--- config.mk ---
export PLATFORM = sky130hd
export DESIGN_NAME = fb_pixel_writer
export DESIGN_NICKNAME = d
export VERILOG_FILES = /design/src/rtl/fb_pkg.sv /design/src/rtl/fb_clip_addr.sv /design/src/rtl/fb_pixel_writer.sv
export SDC_FILE = /design/constraint.sdc
export NUM_CORES = 1
export LEC_CHECK = 0
export BUFFER_PORTS_ARGS = -buffer_cell sky130_fd_sc_hd__buf_4
export CAP_MARGIN = 20
export CORE_ASPECT_RATIO = 1.25
export CORE_UTILIZATION = 45
export DETAILED_ROUTE_END_ITERATION = 7
export PLACE_DENSITY = 0.81
export SETUP_SLACK_MARGIN = 0.2
export SYNTH_ARGS = -nofsm -noshare
export SYNTH_HDL_FRONTEND = slang
export SYNTH_SLANG_ARGS = --single-unit
--- constraint.sdc ---
create_clock -name clk -period 2.3 [get_ports clk]
set_input_delay 0.345 -clock clk [delete_from_list [all_inputs] [get_ports clk]]
set_output_delay 0.345 -clock clk [all_outputs]
set_load 0.05 [all_outputs]
--- src/rtl/fb_pkg.sv ---
// Shared types and constants for the framebuffer pixel writer.
// Holds the writer FSM state type, the default framebuffer geometry and
// the helper that sizes the framebuffer address bus.
package fb_pkg;

   typedef enum logic [1:0] {
      RUN   = 2'd0,
      DRAIN = 2'd1,
      CLEAR = 2'd2
   } fb_state_t;

   localparam int FB_WIDTH_DEF  = 320;
   localparam int FB_HEIGHT_DEF = 180;

   // Address width needed to reach every pixel of a width x height buffer.
   function automatic int fb_addr_w(input int width, input int height);
      return $clog2(width * height);
   endfunction

endpackage

--- src/rtl/fb_clip_addr.sv ---
// Two-stage clip and address pipeline for the framebuffer writer.
// S1 clips the signed coordinate and forms the row offset; S2 adds x and
// presents a write. The pipeline knows nothing about fills or the FSM: it
// only moves a valid bit along with the pixel.
module fb_clip_addr
   import fb_pkg::*;
#(
   parameter int CORDW     = 16,
   parameter int CIDXW     = 4,
   parameter int FB_WIDTH  = FB_WIDTH_DEF,
   parameter int FB_HEIGHT = FB_HEIGHT_DEF,
   parameter int ADDRW     = fb_addr_w(FB_WIDTH, FB_HEIGHT)
) (
   input  logic             clk,
   input  logic             rst,
   input  logic             in_valid,
   input  logic [CORDW-1:0] x,
   input  logic [CORDW-1:0] y,
   input  logic [CIDXW-1:0] cidx,
   output logic             s1_valid,
   output logic             s1_reject,
   output logic             out_valid,
   output logic [ADDRW-1:0] out_addr,
   output logic [CIDXW-1:0] out_din
);

   localparam logic signed [CORDW-1:0] X_LIM = CORDW'(FB_WIDTH);
   localparam logic signed [CORDW-1:0] Y_LIM = CORDW'(FB_HEIGHT);
   localparam logic [ADDRW-1:0]        ROW_W = ADDRW'(FB_WIDTH);

   logic signed [CORDW-1:0] x_s;
   logic signed [CORDW-1:0] y_s;
   logic                    clip_ok;
   logic [ADDRW-1:0]        x_idx;
   logic [ADDRW-1:0]        y_idx;

   logic                    s1_ok;
   logic [ADDRW-1:0]        s1_row;
   logic [ADDRW-1:0]        s1_x;
   logic [CIDXW-1:0]        s1_cidx;

   assign x_s = $signed(x);
   assign y_s = $signed(y);

   // Clip test and in-range indices; out-of-range pixels feed zeros to the multiplier.
   always_comb begin
      // NOTE: every output of a combinational block gets a default first so no path leaves it unassigned, which would infer a latch.
      clip_ok = 1'b0;
      x_idx   = '0;
      y_idx   = '0;
      if (!x_s[CORDW-1] && !y_s[CORDW-1] && (x_s < X_LIM) && (y_s < Y_LIM)) begin
         clip_ok = 1'b1;
         x_idx   = ADDRW'($unsigned(x_s));
         y_idx   = ADDRW'($unsigned(y_s));
      end
   end

   // S1: register clip result, row offset, x and colour.
   always_ff @(posedge clk or posedge rst) begin
      if (rst) begin
         // NOTE: state registers use non-blocking assignments so every flop samples its inputs from before the edge.
         s1_valid <= 1'b0;
         s1_ok    <= 1'b0;
         s1_row   <= '0;
         s1_x     <= '0;
         s1_cidx  <= '0;
      end else begin
         s1_valid <= in_valid;
         s1_ok    <= clip_ok;
         s1_row   <= y_idx * ROW_W;
         s1_x     <= x_idx;
         s1_cidx  <= cidx;
      end
   end

   // S2: final address and write strobe for in-range pixels only.
   always_ff @(posedge clk or posedge rst) begin
      if (rst) begin
         out_valid <= 1'b0;
         out_addr  <= '0;
         out_din   <= '0;
      end else begin
         out_valid <= s1_valid && s1_ok;
         out_addr  <= s1_row + s1_x;
         out_din   <= s1_cidx;
      end
   end

   assign s1_reject = s1_valid && !s1_ok;

endmodule

--- src/rtl/fb_pixel_writer.sv ---
// Framebuffer pixel writer: clips the renderer's pixel stream and writes
// in-range pixels to a single-port framebuffer, one pixel per clock, and
// fills the whole buffer with a background colour on request. The renderer
// is stalled through oe while a fill drains the pipeline and runs.
// Optional feature macro: FBW_CLIP_COUNT_EN adds clip_cnt, a saturating
// count of accepted pixels rejected by the clip, cleared by reset and by
// an accepted clear.
module fb_pixel_writer
   import fb_pkg::*;
#(
   parameter int CORDW     = 16,
   parameter int CIDXW     = 4,
   parameter int FB_WIDTH  = FB_WIDTH_DEF,
   parameter int FB_HEIGHT = FB_HEIGHT_DEF,
   parameter int ADDRW     = fb_addr_w(FB_WIDTH, FB_HEIGHT)
) (
   input  logic             clk,
   input  logic             rst,
   input  logic             clear,
   input  logic [CIDXW-1:0] bg_cidx,
   input  logic [CORDW-1:0] x,
   input  logic [CORDW-1:0] y,
   input  logic [CIDXW-1:0] cidx,
   input  logic             drawing,
   output logic             oe,
   output logic             fb_we,
   output logic [ADDRW-1:0] fb_addr,
   output logic [CIDXW-1:0] fb_din,
   output logic             busy,
   output logic             clear_done
`ifdef FBW_CLIP_COUNT_EN
   ,
   output logic [15:0]      clip_cnt
`endif
);

   localparam logic [ADDRW-1:0] LAST_ADDR = ADDRW'(FB_WIDTH * FB_HEIGHT - 1);

   fb_state_t        state;
   fb_state_t        state_n;
   logic             clear_acc;
   logic             fill_last;
   logic             drain_cnt;
   logic [ADDRW-1:0] fill_addr;
   logic [CIDXW-1:0] bg;

   logic             pix_accept;
   logic             s1_valid;
   logic             s1_reject;
   logic             pipe_we;
   logic [ADDRW-1:0] pipe_addr;
   logic [CIDXW-1:0] pipe_din;

   assign pix_accept = drawing && oe;

   fb_clip_addr #(
      .CORDW     (CORDW),
      .CIDXW     (CIDXW),
      .FB_WIDTH  (FB_WIDTH),
      .FB_HEIGHT (FB_HEIGHT),
      .ADDRW     (ADDRW)
   ) u_clip_addr (
      .clk       (clk),
      .rst       (rst),
      .in_valid  (pix_accept),
      .x         (x),
      .y         (y),
      .cidx      (cidx),
      .s1_valid  (s1_valid),
      .s1_reject (s1_reject),
      .out_valid (pipe_we),
      .out_addr  (pipe_addr),
      .out_din   (pipe_din)
   );

   // Next-state logic: accept clear only in RUN, drain two cycles, then sweep the buffer.
   always_comb begin
      state_n   = state;
      clear_acc = 1'b0;
      fill_last = 1'b0;
      case (state)
         RUN: begin
            if (clear) begin
               clear_acc = 1'b1;
               state_n   = DRAIN;
            end
         end
         DRAIN: begin
            // Second drain cycle: S1 is empty and S2 holds the last pixel write.
            if (drain_cnt && !s1_valid) begin
               state_n = CLEAR;
            end
         end
         CLEAR: begin
            if (fill_addr == LAST_ADDR) begin
               fill_last = 1'b1;
               state_n   = RUN;
            end
         end
         default: state_n = RUN;
      endcase
   end

   // State register, renderer handshake, fill colour latch and fill address counter.
   always_ff @(posedge clk or posedge rst) begin
      if (rst) begin
         state      <= RUN;
         oe         <= 1'b0;
         clear_done <= 1'b0;
         drain_cnt  <= 1'b0;
         fill_addr  <= '0;
         bg         <= '0;
      end else begin
         state      <= state_n;
         oe         <= (state_n == RUN);
         clear_done <= fill_last;
         drain_cnt  <= (state == DRAIN);
         if (clear_acc) begin
            bg <= bg_cidx;
         end
         if ((state == CLEAR) && !fill_last) begin
            fill_addr <= fill_addr + ADDRW'(1);
         end else begin
            fill_addr <= '0;
         end
      end
   end

   // Write-port mux: the fill owns the port in CLEAR, the pixel pipeline otherwise.
   always_comb begin
      fb_we   = pipe_we;
      fb_addr = pipe_addr;
      fb_din  = pipe_din;
      if (state == CLEAR) begin
         fb_we   = 1'b1;
         fb_addr = fill_addr;
         fb_din  = bg;
      end
   end

   assign busy = (state == DRAIN) || (state == CLEAR);

`ifdef FBW_CLIP_COUNT_EN
   // Saturating count of clipped pixels, restarted by each accepted clear.
   always_ff @(posedge clk or posedge rst) begin
      if (rst) begin
         clip_cnt <= '0;
      end else if (clear_acc) begin
         clip_cnt <= '0;
      end else if (s1_reject && (clip_cnt != 16'hFFFF)) begin
         clip_cnt <= clip_cnt + 16'd1;
      end
   end
`else
   logic unused_clip_reject;
   assign unused_clip_reject = s1_reject;
`endif

endmodule
==> summary.txt <==
Synth
  • Share of the synthesized area in the top cell type: a little over half
  • Synth area leader: dfrtp_1
  • Post-synthesis simple-gate area fraction: between 10% and 20%
  • Synth Area in Compound Gates: 6.399%
  • Synth Area in Adders: between 9 and 10%
  • XOR/XNOR share of the synthesized area: 6.807%
  • Async S/R FF share, synth: 100.0%
  • Library cells used by synthesis: 46
  • Post-Synthesis Cell Area: 0.003676 mm2
  • Count leader, synth: dfrtp_1
  • Synth area leaders: dfrtp_1, ha_1, mux2_2
  • Largest family of logic cells by synthesized area: simple AND/OR/NAND/NOR gates
  • Synth Flop Type: dfrtp_1
  • Mux contribution to synthesized area: 7.352%
  • Post-synth EDFFs: 0
  • Sequential area share after synthesis: 53.10%
  • Synthesis Warnings: 0
  • Mean Syn Cell Area: 11.90 um2
  • Syn Inst Count: 309
  • Synthesized flop and latch total: 78
  • Commonest cells in the netlist: dfrtp_1, ha_1, nor2_1

Outcome
  • Failing checks: negative setup slack
  • Status: finished, violations left

Die
  • Die Width: 82.84 um
  • Die height: 103.1 um
  • Initial Utilization: 46.90%
  • Die area: 0.008537 mm2
  • Core Box Area: between 0.007 and 0.008 mm2
  • # IOs: 68
  • # rows: 36

Timing
  • Final setup margin: -0.3154 ns
  • Final setup violation count: 5
  • RSZ-0062 raised after global routing: true
  • Final Max Slew Viols: 0
  • Relative max-transition margin: between 60% and 70%
  • Final Hold Viols: 0
  • WHS: a little over 0.06 ns
  • Period utilization: 113.7%
  • Peak Freq: 0.3823 GHz
  • Fin crit period: 2.615 ns
  • Slew @ Worst Pin: 0.5863 ns
  • Final setup skew: 0.01310 ns

Layout
  • Share of cells above drive strength 1: about two fifths
  • Layout area overhead: 35.74%
  • Nets: between 400 and 500
  • Non-Filler Instances: 514
  • Diodes inserted: 0

Drt
  • Drt wl/cell: 14.76 um
  • DRT iter0 DRCs: 97
  • 1st-pass router iterations: 4
  • DRC viols: 0
  • Antenna Nets Post-Route: 0
  • Vias post-DR: about 2,700
  • Vias per inst: approximately 5.2
  • Final wirelength: 7.588 mm

Global routing
  • First-pass GRT wire length: 12.10 mm
  • GRT overflow: 0
  • Largest net degree at the start of global routing: 35
  • Initial antenna violation count: 0
  • GR Util All Layers: 18.35%
  • Vias in the first global route: 2,697

Clock network
  • Clk Latency, worst-skew pair: 0.35 ns
  • CTS tree: built
  • Cts hold-fix bufs: 0
  • Num Clock Sinks: 78
  • CTS root buf: clkbuf_8
  • H-tree levels: 3
  • CTS clk-pin slew, worst paths: 0.07 ns
  • Cts bufs inserted: 9
  • Worst-case clock buffer depth: 2

Critical path
  • Critical Path Start Type: input port
  • Worst path required time: 2.52 ns
  • Reg2reg path depth: 6
  • Crit. Startpoint: y[13]
  • CP Max Fanout: 5
  • RR Startpoint: u_clip_addr.s1_x[7]$_DFF_PP0_
  • WS Path Type: input port to flop
  • Critical R2R Capture: u_clip_addr.out_addr[13]$_DFF_PP0_
  • R2R Setup Slk: 0.39 ns
  • CP Capture Type: flop
  • Critical Path AT: approximately 2.8 ns

Flow run
  • Maxcap violations: 0

Pwr
  • P per Cell Area: around 750 mW/mm2
  • Maximum VDD drop: 0.5392 mV
  • P_leak: around 0.0024 uW

Worst hold path
  • Type of the worst min-delay path: input port to async pin

Place
  • Detailed Place HPWL: 5.331 mm
  • GP Congestion: approximately 0.84
  • Placed insts: 493
  • I/O Buffers: 67
cells by family after synthesis:
group	count (synthesis)
AO/OA/AOI/OAI	39
XOR/XNOR	27
adder cells (fa/ha/maj)	28
buffers and inverters	22
flip-flops	78
multiplexers	24
other	1
AND/OR/NAND/NOR	90
routing by layer:
metal / track usage, % / share of wire, %
met2: 34.11 / 56
met3: 4.404 / 3.7
met1: 18.97 / 37
met4: 11.01 / 3.5
met5: 0 / 0
worst max-delay path, stage by stage:
cell and delay (ns):
buf_6 0.09, or4_4 0.54, nor4_4 0.18, and4_4 0.29, and3_4 0.22, ha_4 0.21, fa_2 0.36, a21oi_2 0.15
nor2_2 0.07, o21ai_2 0.13, a21oi_2 0.08, xnor3_1 0.19
power by group:
part | internal (uW) | switching (uW)
Clock | 665 | 453
Sequential | 1480 | 59.9
Combinational | 461 | 616
cell type report:
cell class / count / area (um2)
Sequential cell: 78 / 1953
Multi-Input combinational cell: 217 / 1841
Clock inverter: 3 / 67.56
Fill cell: 610 / 2848
Tap cell: 95 / 118.9
Clock buffer: 12 / 155.1
Timing Repair Buffer: 95 / 798.3
Inverter: 14 / 56.30
placed cells by master, fill, tap and decap left out, types with 6 or more instances in the layout:
cell type	netlist	routed
mux2_2	18	18
xor2_1	10	10
dfrtp_1	78	77
o21ai_0	8	7
ha_1	26	18
mux2_1	6	6
a21oi_1	15	12
nor2_1	25	24
clkbuf_8	0	11
xnor2_1	16	16
ha_4	0	8
and3_1	18	13
buf_4	1	85
nand2_1	8	8
inv_1	13	11
buf_6	1	6
conb_1	1	8
stage by stage:
step | setup TNS (ns) | utilization (%) | cell area [um2] | power, uW | worst slack, ns
final | -0.9118 | 63.67 | 4990 | 3731 | -0.3154
after global routing | -1.407 | 63.67 | 4990 | 3897 | -0.4238
after CTS | -0.6418 | 62.40 | 4891 | 3715 | -0.2933
after detailed placement | -3.292 | 58.57 | 4591 | 2488 | -0.7892
after global placement | -2.863 | 58.57 | 4591 | 2463 | -0.6559
after floorplan | -1.995 | - | 3831 | 2197 | -0.5309
sequential cells by signal, summed over array words and instances, names as in the netlist:
name	flops
fill_addr	16
u_clip_addr.out_addr	16
u_clip_addr.s1_x	16
u_clip_addr.s1_row	10
bg	4
u_clip_addr.out_din	4
u_clip_addr.s1_cidx	4
state	2
clear_done	1
drain_cnt	1
oe	1
u_clip_addr.out_valid	1
u_clip_addr.s1_ok	1
u_clip_addr.s1_valid	1
what timing repair did:
action / 4_1_cts / 5_1_grt
endpoints found under the setup margin: 27 / 16
gates cloned: 1 / 2
pin swaps: 0 / 1
buffers inserted: 2 / 1
resized for setup: 11 / 15
how the worst max path moves through the flow:
stage / end / slack [ns] / cells after the start
after floorplan: u_clip_addr.s1_row[14]$_DFF_PP0_ / -0.53 / 13
after global placement: u_clip_addr.s1_row[15]$_DFF_PP0_ / -0.66 / 12
after detailed placement: u_clip_addr.s1_row[15]$_DFF_PP0_ / -0.79 / 13
after CTS: u_clip_addr.s1_row[15]$_DFF_PP0_ / -0.29 / 12
after global routing: u_clip_addr.s1_row[15]$_DFF_PP0_ / -0.42 / 12
final: u_clip_addr.s1_row[15]$_DFF_PP0_ / -0.32 / 12
Power figures use the tool's default switching activity.
